## config.mk

```make
export PLATFORM = sky130hd
export DESIGN_NAME = move_list_buffer
export DESIGN_NICKNAME = d
export VERILOG_FILES = /design/src/rtl/move_list_buffer.sv
export SDC_FILE = /design/constraint.sdc
export NUM_CORES = 1
export LEC_CHECK = 0
export ABC_AREA = 1
export CAP_MARGIN = 10
export CORE_MARGIN = 5
export CORE_UTILIZATION = 25
export DETAILED_ROUTE_END_ITERATION = 10
export GPL_TIMING_DRIVEN = 0
export PLACE_DENSITY_LB_ADDON = 0.25
export SYNTH_ARGS = -nofsm -noshare
export SYNTH_HDL_FRONTEND = slang
export SYNTH_SLANG_ARGS = --single-unit
export TNS_END_PERCENT = 1
```

## constraint.sdc

```tcl
create_clock -name clk -period 4 [get_ports clk]
set_input_delay 0.6 -clock clk [delete_from_list [all_inputs] [get_ports clk]]
set_output_delay 0.6 -clock clk [all_outputs]
set_load 0.005 [all_outputs]
```

## src/rtl/move_list_buffer.sv

```systemverilog
// Move list buffer: serialises bundles of checker moves into HI (capture/promo)
// and LO priority queues, then drains them HI-first over a valid/ready port.
module move_list_buffer #(
  parameter int NUM_PORTS = 4,
  parameter int DEPTH     = 32
) (
  input  logic                          clk,
  input  logic                          rst_n,
  input  logic                          start,
  input  logic                          gen_done,
  input  logic [NUM_PORTS-1:0]          in_valid,
  input  logic [16*NUM_PORTS-1:0]       in_move,
  output logic                          in_ready,
  output logic                          out_valid,
  output logic [15:0]                   out_move,
  input  logic                          out_ready,
  output logic [$clog2(2*DEPTH):0]      count,
  output logic                          overflow,
  output logic                          done
);

  localparam int AW = $clog2(DEPTH);
  localparam int CW = AW + 1;
  localparam int NW = $clog2(2*DEPTH) + 1;
  localparam logic [AW-1:0] PTR_ONE  = AW'(1);
  localparam logic [CW-1:0] CNT_ONE  = CW'(1);
  localparam logic [CW-1:0] CNT_FULL = CW'(DEPTH);
  localparam logic [CW-1:0] CNT_ZERO = CW'(0);
  localparam logic [NUM_PORTS-1:0] PEND_ZERO = {NUM_PORTS{1'b0}};

  typedef enum logic [1:0] {
    S_IDLE    = 2'd0,
    S_COLLECT = 2'd1,
    S_FLUSH   = 2'd2,
    S_DRAIN   = 2'd3
  } state_t;

  state_t                   state_r, next_state_s;
  logic [16*NUM_PORTS-1:0]  stage_r;
  logic [NUM_PORTS-1:0]     pend_r, low_s;
  logic [15:0]              sel_move_s;
  logic [15:0]              hi_mem_r [DEPTH];
  logic [15:0]              lo_mem_r [DEPTH];
  logic [AW-1:0]            hi_wp_r, hi_rp_r, lo_wp_r, lo_rp_r;
  logic [CW-1:0]            hi_cnt_r, lo_cnt_r;
  logic                     overflow_r, done_r, done_set_s;
  logic                     accept_s, ser_en_s, to_hi_s;
  logic                     hi_wr_s, lo_wr_s, drop_s;
  logic                     hi_empty_s, lo_empty_s, pop_hi_s, pop_lo_s;

  assign hi_empty_s = (hi_cnt_r == CNT_ZERO);
  assign lo_empty_s = (lo_cnt_r == CNT_ZERO);
  assign in_ready   = (state_r == S_COLLECT) && (pend_r == PEND_ZERO);
  assign accept_s   = in_ready && (|in_valid);
  assign ser_en_s   = ((state_r == S_COLLECT) || (state_r == S_FLUSH)) && (pend_r != PEND_ZERO);
  // Two's-complement trick isolates the lowest set pending bit as a one-hot mask
  assign low_s      = pend_r & (~pend_r + NUM_PORTS'(1));
  assign to_hi_s    = sel_move_s[12] | sel_move_s[13];
  assign hi_wr_s    = ser_en_s && to_hi_s && (hi_cnt_r != CNT_FULL);
  assign lo_wr_s    = ser_en_s && !to_hi_s && (lo_cnt_r != CNT_FULL);
  assign drop_s     = ser_en_s && !hi_wr_s && !lo_wr_s;
  assign out_valid  = (state_r == S_DRAIN) && !(hi_empty_s && lo_empty_s);
  assign pop_hi_s   = out_valid && out_ready && !hi_empty_s;
  assign pop_lo_s   = out_valid && out_ready && hi_empty_s;
  assign count      = NW'(hi_cnt_r) + NW'(lo_cnt_r);
  assign overflow   = overflow_r;
  assign done       = done_r;

  // Mux the staged move selected by the one-hot lowest pending bit
  always_comb begin
    sel_move_s = 16'h0000;
    for (int i = 0; i < NUM_PORTS; i++) begin
      sel_move_s = sel_move_s | (stage_r[16*i +: 16] & {16{low_s[i]}});
    end
  end

  // Head presentation: HI queue has priority over LO
  always_comb begin
    out_move = 16'h0000;
    if (!out_valid) begin
      out_move = 16'h0000;
    end else if (!hi_empty_s) begin
      out_move = hi_mem_r[hi_rp_r];
    end else begin
      out_move = lo_mem_r[lo_rp_r];
    end
  end

  // Next-state logic; start restarts collection from any state
  always_comb begin
    next_state_s = state_r;
    done_set_s   = 1'b0;
    if (start) begin
      next_state_s = S_COLLECT;
    end else begin
      case (state_r)
        S_IDLE:    next_state_s = S_IDLE;
        S_COLLECT: next_state_s = gen_done ? S_FLUSH : S_COLLECT;
        S_FLUSH:   next_state_s = (pend_r == PEND_ZERO) ? S_DRAIN : S_FLUSH;
        S_DRAIN: begin
          if (hi_empty_s && lo_empty_s) begin
            next_state_s = S_IDLE;
            done_set_s   = 1'b1;
          end else begin
            next_state_s = S_DRAIN;
          end
        end
        default:   next_state_s = S_IDLE;
      endcase
    end
  end

  // State register
  always_ff @(posedge clk) begin
    if (!rst_n) begin
      state_r <= S_IDLE;
    end else begin
      state_r <= next_state_s;
    end
  end

  // Staging, pointers, occupancy counters and sticky flags
  always_ff @(posedge clk) begin
    if (!rst_n || start) begin
      stage_r    <= {(16*NUM_PORTS){1'b0}};
      pend_r     <= PEND_ZERO;
      hi_wp_r    <= AW'(0);
      hi_rp_r    <= AW'(0);
      lo_wp_r    <= AW'(0);
      lo_rp_r    <= AW'(0);
      hi_cnt_r   <= CNT_ZERO;
      lo_cnt_r   <= CNT_ZERO;
      overflow_r <= 1'b0;
      done_r     <= 1'b0;
    end else begin
      if (accept_s) begin
        stage_r <= in_move;
        pend_r  <= in_valid;
      end else if (ser_en_s) begin
        pend_r  <= pend_r & ~low_s;
      end
      // Writes and pops are mutually exclusive by state, so one update per queue
      if (hi_wr_s) begin
        hi_wp_r  <= hi_wp_r + PTR_ONE;
        hi_cnt_r <= hi_cnt_r + CNT_ONE;
      end else if (pop_hi_s) begin
        hi_rp_r  <= hi_rp_r + PTR_ONE;
        hi_cnt_r <= hi_cnt_r - CNT_ONE;
      end
      if (lo_wr_s) begin
        lo_wp_r  <= lo_wp_r + PTR_ONE;
        lo_cnt_r <= lo_cnt_r + CNT_ONE;
      end else if (pop_lo_s) begin
        lo_rp_r  <= lo_rp_r + PTR_ONE;
        lo_cnt_r <= lo_cnt_r - CNT_ONE;
      end
      if (drop_s) begin
        overflow_r <= 1'b1;
      end
      if (done_set_s) begin
        done_r <= 1'b1;
      end
    end
  end

  // Queue storage, no reset needed since occupancy gates every read
  always_ff @(posedge clk) begin
    if (hi_wr_s) begin
      hi_mem_r[hi_wp_r] <= sel_move_s;
    end
    if (lo_wr_s) begin
      lo_mem_r[lo_wp_r] <= sel_move_s;
    end
  end

endmodule

```

==> results.toml, run 1 <==
[run_status]
status = "finished, violations left"
violations = "negative setup slack"

[placed_design]
place_congestion = 0.917
placed_cells_incl_taps = 6882
hpwlAfterDp_um = 113000
portBuffers = 99
placed_area_um2 = 52700

[sta]
tightest_slew_ns = 1.09
hold_ws_ns = 0.458
fin_crit_ns = 4.06
drv_slew = 0
rsz0062_at_grt = "yes"
min_period_over_period = 1.01
finalHoldViolCount = 0
setup_viol = 6
final.setup.tns_ns = -0.197
clock.fmax_ghz = 0.247
final.setup.worst_slack_ns = -0.0559
finClkSkew_ns = 0.0425
slew_headroom = 0.275

[detailed_routing]
wirelength_um = 154000
drt_first_pass_iters = 7
vias = 32500
via_per_inst = 4.58
antenna_left = 0
detail_route.wl_per_cell_um = 21.6
route.detailed.drc = 0
first_iter_violations = 3144

[grt]
gr-total-overflow = 0
antenna_found_initial = 1
grt_pass1_wl_um = 220000
grt_max_degree = 65
grt.total_usage = 0.154
grt_pass1_vias = 31300

[cts]
clock_path_buffers = 3
root_buffer = "clkbuf_16"
cts_buffers = 118
cts_tree = "done"
clkLatencyLatePin_ns = 0.74
post_cts_buffers = 0
clk_pin_slew_ns = 0.06
h-tree-depth = 3
cts.sinks = 1138

[logic_synthesis]
syn_nets = 4280
yosys_register_bits = 1138
synth.cell_area_um2 = 46500
yosys_warnings = 0
syn_inst = 4176
postSynthAreaPerCell_um2 = 11.1
yosys.cell_types.count = 34
seq_area_frac_synth = 0.710

[pwr]
ir_drop_mv = 0.364
p_per_area_nw_per_um2 = 423
p_leak_nw = 19.9

[worst_setup_path]
r2r-start = "pend_r[2]$_SDFFE_PP0P_"
critPathMaxFanout = 10
r2r_setup_slack_ns = 0.14
reg2reg_depth = 8
r2r_end = "lo_mem_r[5][9]$_DFFE_PP_"
path_class = "reg2out"
crit_path_end_kind = "primary output"
critPathLaunchType = "flip-flop"
arrival_ns = 3.46
required_ns = 3.40

[floorplan]
io_pins = 100
coreArea_um2 = 185000
fp.dieH_um = 441
start_util = 0.251
num_rows = 158
die-area_um2 = 195000
fp.dieW_um = 441

[cells_and_area]
stdcell_area_um2 = 57200
stdcell_count = 7104
areaGrowthSynthToFinish_pct = 23.0
n_fill_cell = 19000
num-nets-final = 4625
drive_gt1_frac = 0.139

[run]
maxCapViolations = 0

[hold_path]
hold_end = "stage_r[61]$_SDFFE_PP0P_"
hold_path_class = "reg2reg"
hold_start = "stage_r[61]$_SDFFE_PP0P_"
holdPathStages = 2
==> power by group <==
group,leakage (nW),internal (W),switching (W)
Sequential,9.16,0.0128,0.0000202
Clock,1.86,0.00616,0.00477
Combinational,8.93,0.000149,0.000257
Total,19.9,0.0191,0.00505
==> critical path: stages (launching register included) <==
cell             delay [ns]
dfxtp_1                0.32
clkbuf_4               0.26
clkbuf_2               0.32
nand3_1                0.23
nand3_1                0.11
nand3_2                0.16
nand3_1                0.15
nand2_1                0.12
nand2_1                0.18
a21oi_2                0.30
clkdlybuf4s50_1        0.57
==> cells by family after synthesis <==
kind of cell | share of synthesized area
AOI/OAI and AO/OA | 0.0172
buffers and inverters | 0.0294
adders and majority gates | 0.00883
and+or+nand+nor | 0.231
DFF | 0.710
xor gates and xnor gates | 0.00283
==> metal layers <==
| metal | part of all wire | global-route usage | wire length (µm) |
|---|---|---|---|
| met5 | 0 | 0 | 0 |
| met4 | 0.026 | 0.0458 | 4040 |
| met3 | 0.055 | 0.0220 | 8440 |
| met2 | 0.48 | 0.259 | 74000 |
| met1 | 0.44 | 0.207 | 67000 |
==> worst max path at each step <==
stage / start / cells after the start / endpoint / slack, ns
finish: flip-flop / 10 / out_move[11] / -0.06
global route: flip-flop / 13 / out_move[1] / -0.09
CTS: flip-flop / 13 / out_move[7] / -0.22
detailed placement: pend_r[2]$_SDFFE_PP0P_ / 8 / lo_mem_r[5][7]$_DFFE_PP_ / -0.30
global placement: pend_r[2]$_SDFFE_PP0P_ / 6 / lo_mem_r[24][5]$_DFFE_PP_ / -2.48
floorplan: state_r[0]$_SDFF_PN0_ / 8 / hi_mem_r[28][0]$_DFFE_PP_ / 1.12
==> stage by stage <==
stage | setup slack (ns) | total power [W] | utilization
after floorplan | 1.12 | 0.0133 | -
after global placement | -2.48 | 0.0135 | 0.273
after detailed placement | -0.297 | 0.0135 | 0.284
after CTS | -0.224 | 0.0244 | 0.307
after global routing | -0.0857 | 0.0249 | 0.309
final | -0.0559 | 0.0242 | 0.309
==> cell usage after synthesis (all sizes together) <==
| master | number | area, µm² |
|---|---|---|
| a211oi | 1 | 7.51 |
| a21oi | 63 | 315 |
| a31oi | 1 | 6.26 |
| and2 | 1 | 6.26 |
| buf | 123 | 587 |
| clkbuf | 133 | 499 |
| clkinv | 5 | 18.8 |
| dfxtp | 114 | 2280 |
| edfxtp | 1024 | 30700 |
| fa | 3 | 60.1 |
| ha | 28 | 350 |
| inv | 70 | 263 |
| nand2 | 1309 | 4930 |
| nand3 | 949 | 4760 |
| nand3b | 1 | 7.51 |
| nand4 | 15 | 93.8 |
| nor2 | 187 | 727 |
| nor3 | 40 | 220 |
| nor3b | 1 | 12.5 |
| o211ai | 1 | 7.51 |
| o21ai | 91 | 455 |
| o21bai | 1 | 7.51 |
| xnor2 | 8 | 70.1 |
| xor2 | 7 | 61.3 |
==> placed cells by master, fill, tap and decap left out, types with 29 or more instances in the layout <==
master	n
clkbuf_2	59
clkbuf_16	119
buf_4	36
edfxtp_1	1024
nor2_1	151
clkbuf_1	64
dfxtp_1	113
clkdlybuf4s50_1	98
nand3_1	922
inv_1	58
buf_6	49
clkinv_1	29
nor3_2	37
buf_2	46
clkbuf_4	43
o21ai_0	71
nand2_1	1297
buf_8	80
nor2_2	33
a21oi_1	47
==> sequential cells by signal, indices dropped and copies added (netlist names), 4 cells and up, named ones only <==
signal and cells:
pend_r 4, hi_mem_r 512, lo_rp_r 5, stage_r 64, hi_cnt_r 6, hi_wp_r 5
hi_rp_r 5, lo_wp_r 5, lo_cnt_r 6, lo_mem_r 512
==> repair_timing <==
item	in CTS	in global routing
pin swaps	0	6
gates resized for setup	162	172
endpoints found under the setup margin	119	16
hold buffers	0	0
==> cell type report <==
type	count	area, µm²	share of cell area
antenna	1	2.50	0.0000437
sequential	1138	33000	0.577
inverter	75	287	0.00501
multi-input combinational	2707	12700	0.221
buffer	255	1490	0.0260
timing repair buffer	226	2830	0.0494
tap	2480	3100	0.0542
clock inverter	77	664	0.0116
clock buffer	145	3150	0.0550
Power figures use the tool's default switching activity.
==> run 2, diff against run 1 <==
==> constraint.sdc (replaced) <==
create_clock -name clk -period 4 [get_ports clk]
set_input_delay 0.4 -clock clk [delete_from_list [all_inputs] [get_ports clk]]
set_output_delay 0.4 -clock clk [all_outputs]
set_load 0.005 [all_outputs]
==> run 2 against run 1 <==
  * The flow now finishes without violations
  * Sequential share of layout area grew 0.25 points
  * Global-route usage about the same
  * Sequential power about the same
  * Maximum frequency increased by 1.4%
  * Register-to-register slack hardly changed
  * Clock power about the same
  * Sequential cell count stayed put
  * Largest cell class unchanged
==> results.toml, run 2 (synthesis gave the netlist of run 1 again) <==
[run_status]
status = "complete, no violations"

[cells_and_area]
n_fill_cell = 19000
stdcell_count = 7106
final_cell_mix = "nand2_1, edfxtp_1, nand3_1"
top_regs = "hi_mem_r: 512 flops, lo_mem_r: 512 flops, stage_r: 64 flops"
areaGrowthSynthToFinish_pct = 22.5
drive_gt1_frac = 0.130
final_common_cell = "nand2_1"
num-nets-final = 4625

[cts]
clk_pin_slew_ns = 0.06
post_cts_buffers = 0
root_buffer = "clkbuf_16"
clkLatencyLatePin_ns = 0.74
cts.sinks = 1138
h-tree-depth = 3
cts_buffers = 118
cts_tree = "done"
clock_path_buffers = 3

[sta]
finClkSkew_ns = 0.0455
setup_viol = 0
finalHoldViolCount = 0
drv_slew = 0
hold_ws_ns = 0.302
slew_headroom = 0.255
clock.fmax_ghz = 0.250
tightest_slew_ns = 1.12
rsz0062_at_grt = "yes"
final.setup.worst_slack_ns = 0.000209
min_period_over_period = 1.00
fin_crit_ns = 4.00

[placed_design]
placed_cells_incl_taps = 6882
pre_cts_slack_ns = -0.297
portBuffers = 99
hpwlAfterDp_um = 113000
place_congestion = 0.917

[floorplan]
die-area_um2 = 195000
fp.dieH_um = 441
start_util = 0.251
num_rows = 158
coreArea_um2 = 185000
io_pins = 100
fp.dieW_um = 441

[grt]
gr-total-overflow = 0
grt_pass1_wl_um = 220000
grt.total_usage = 0.154
antenna_found_initial = 4
grt_max_degree = 65
grt_pass1_vias = 31300

[worst_setup_path]
critPathLaunchType = "flip-flop"
required_ns = 3.60
crit_path_end_kind = "primary output"
arrival_ns = 3.60
path_class = "reg2out"
critPathMaxFanout = 10

[detailed_routing]
vias = 32400
via_per_inst = 4.56
drt_first_pass_iters = 6
route.detailed.drc = 0
wirelength_um = 153000
first_iter_violations = 3248
antenna_left = 0
detail_route.wl_per_cell_um = 21.6

[run]
maxCapViolations = 0

[pwr]
ir_drop_mv = 0.363
total_power_w = 0.0242
p_leak_nw = 19.8
p_per_area_nw_per_um2 = 425

[hold_path]
hold_path_class = "in2reg"
run 2: changes by cell type in the layout (fill, tap and decap cells not counted), sizes merged:
cell and change:
diode +2, dlymetal6s2s -1, clkdlybuf4s15 +1, buf -1, clkdlybuf4s50 +1
run 2: area by class of cell:
cell class	instances	area, µm²	share of cell area
antenna	3	7.51	0.000132
buffer	255	1360	0.0239
clock buffer	145	3150	0.0552
clock inverter	77	664	0.0117
inverter	75	287	0.00503
multi-input combinational	2707	12500	0.220
sequential	1138	33000	0.580
tap	2480	3100	0.0545
timing repair buffer	226	2830	0.0496
run 2: worst paths after layout:
check	start	endpoint	slack (ns)	cells after the start
max	flip-flop	out_move[11]	0.0002	8
min	in_move[52]	stage_r[52]$_SDFFE_PP0P_	0.30	3
max reg2reg	pend_r[2]$_SDFFE_PP0P_	lo_mem_r[5][14]$_DFFE_PP_	0.14	8
min reg2reg	stage_r[61]$_SDFFE_PP0P_	stage_r[61]$_SDFFE_PP0P_	0.46	2
run 2: worst max-delay path, cell delays in order (launching register included):
cell,delay [ns]
dfxtp_1,0.64
inv_1,0.26
clkbuf_1,0.37
nand3_1,0.35
nand3_1,0.17
nand2_1,0.12
nand2_1,0.17
a21oi_4,0.25
clkdlybuf4s50_1,0.56
run 2: metal layers:
layer | global-route usage | share of wire
met2 | 0.259 | 0.48
met1 | 0.207 | 0.44
met3 | 0.0220 | 0.056
met4 | 0.0460 | 0.027
met5 | 0 | 0.00014
run 2: through the flow:
step                       util  TNS (ns)  area [µm²]
after floorplan               -         0       46500
final                     0.308         0       57000
after global placement    0.273  -2125.60       50600
after global routing      0.307    -0.132       57000
after detailed placement  0.284    -19.83       52700
after CTS                 0.306    -0.326       56800
run 2: repair_timing:
item                       4_1_cts  5_1_grt
setup endpoints to repair      118       16
pin swaps                        0        1
hold buffers                     0        0
resized for setup              119      103
run 2: report_power, final:
group	leakage [nW]	switching, W	internal, W
Clock	1.86	0.00478	0.00616
Combinational	8.80	0.000257	0.000149
Sequential	9.16	0.0000201	0.0128
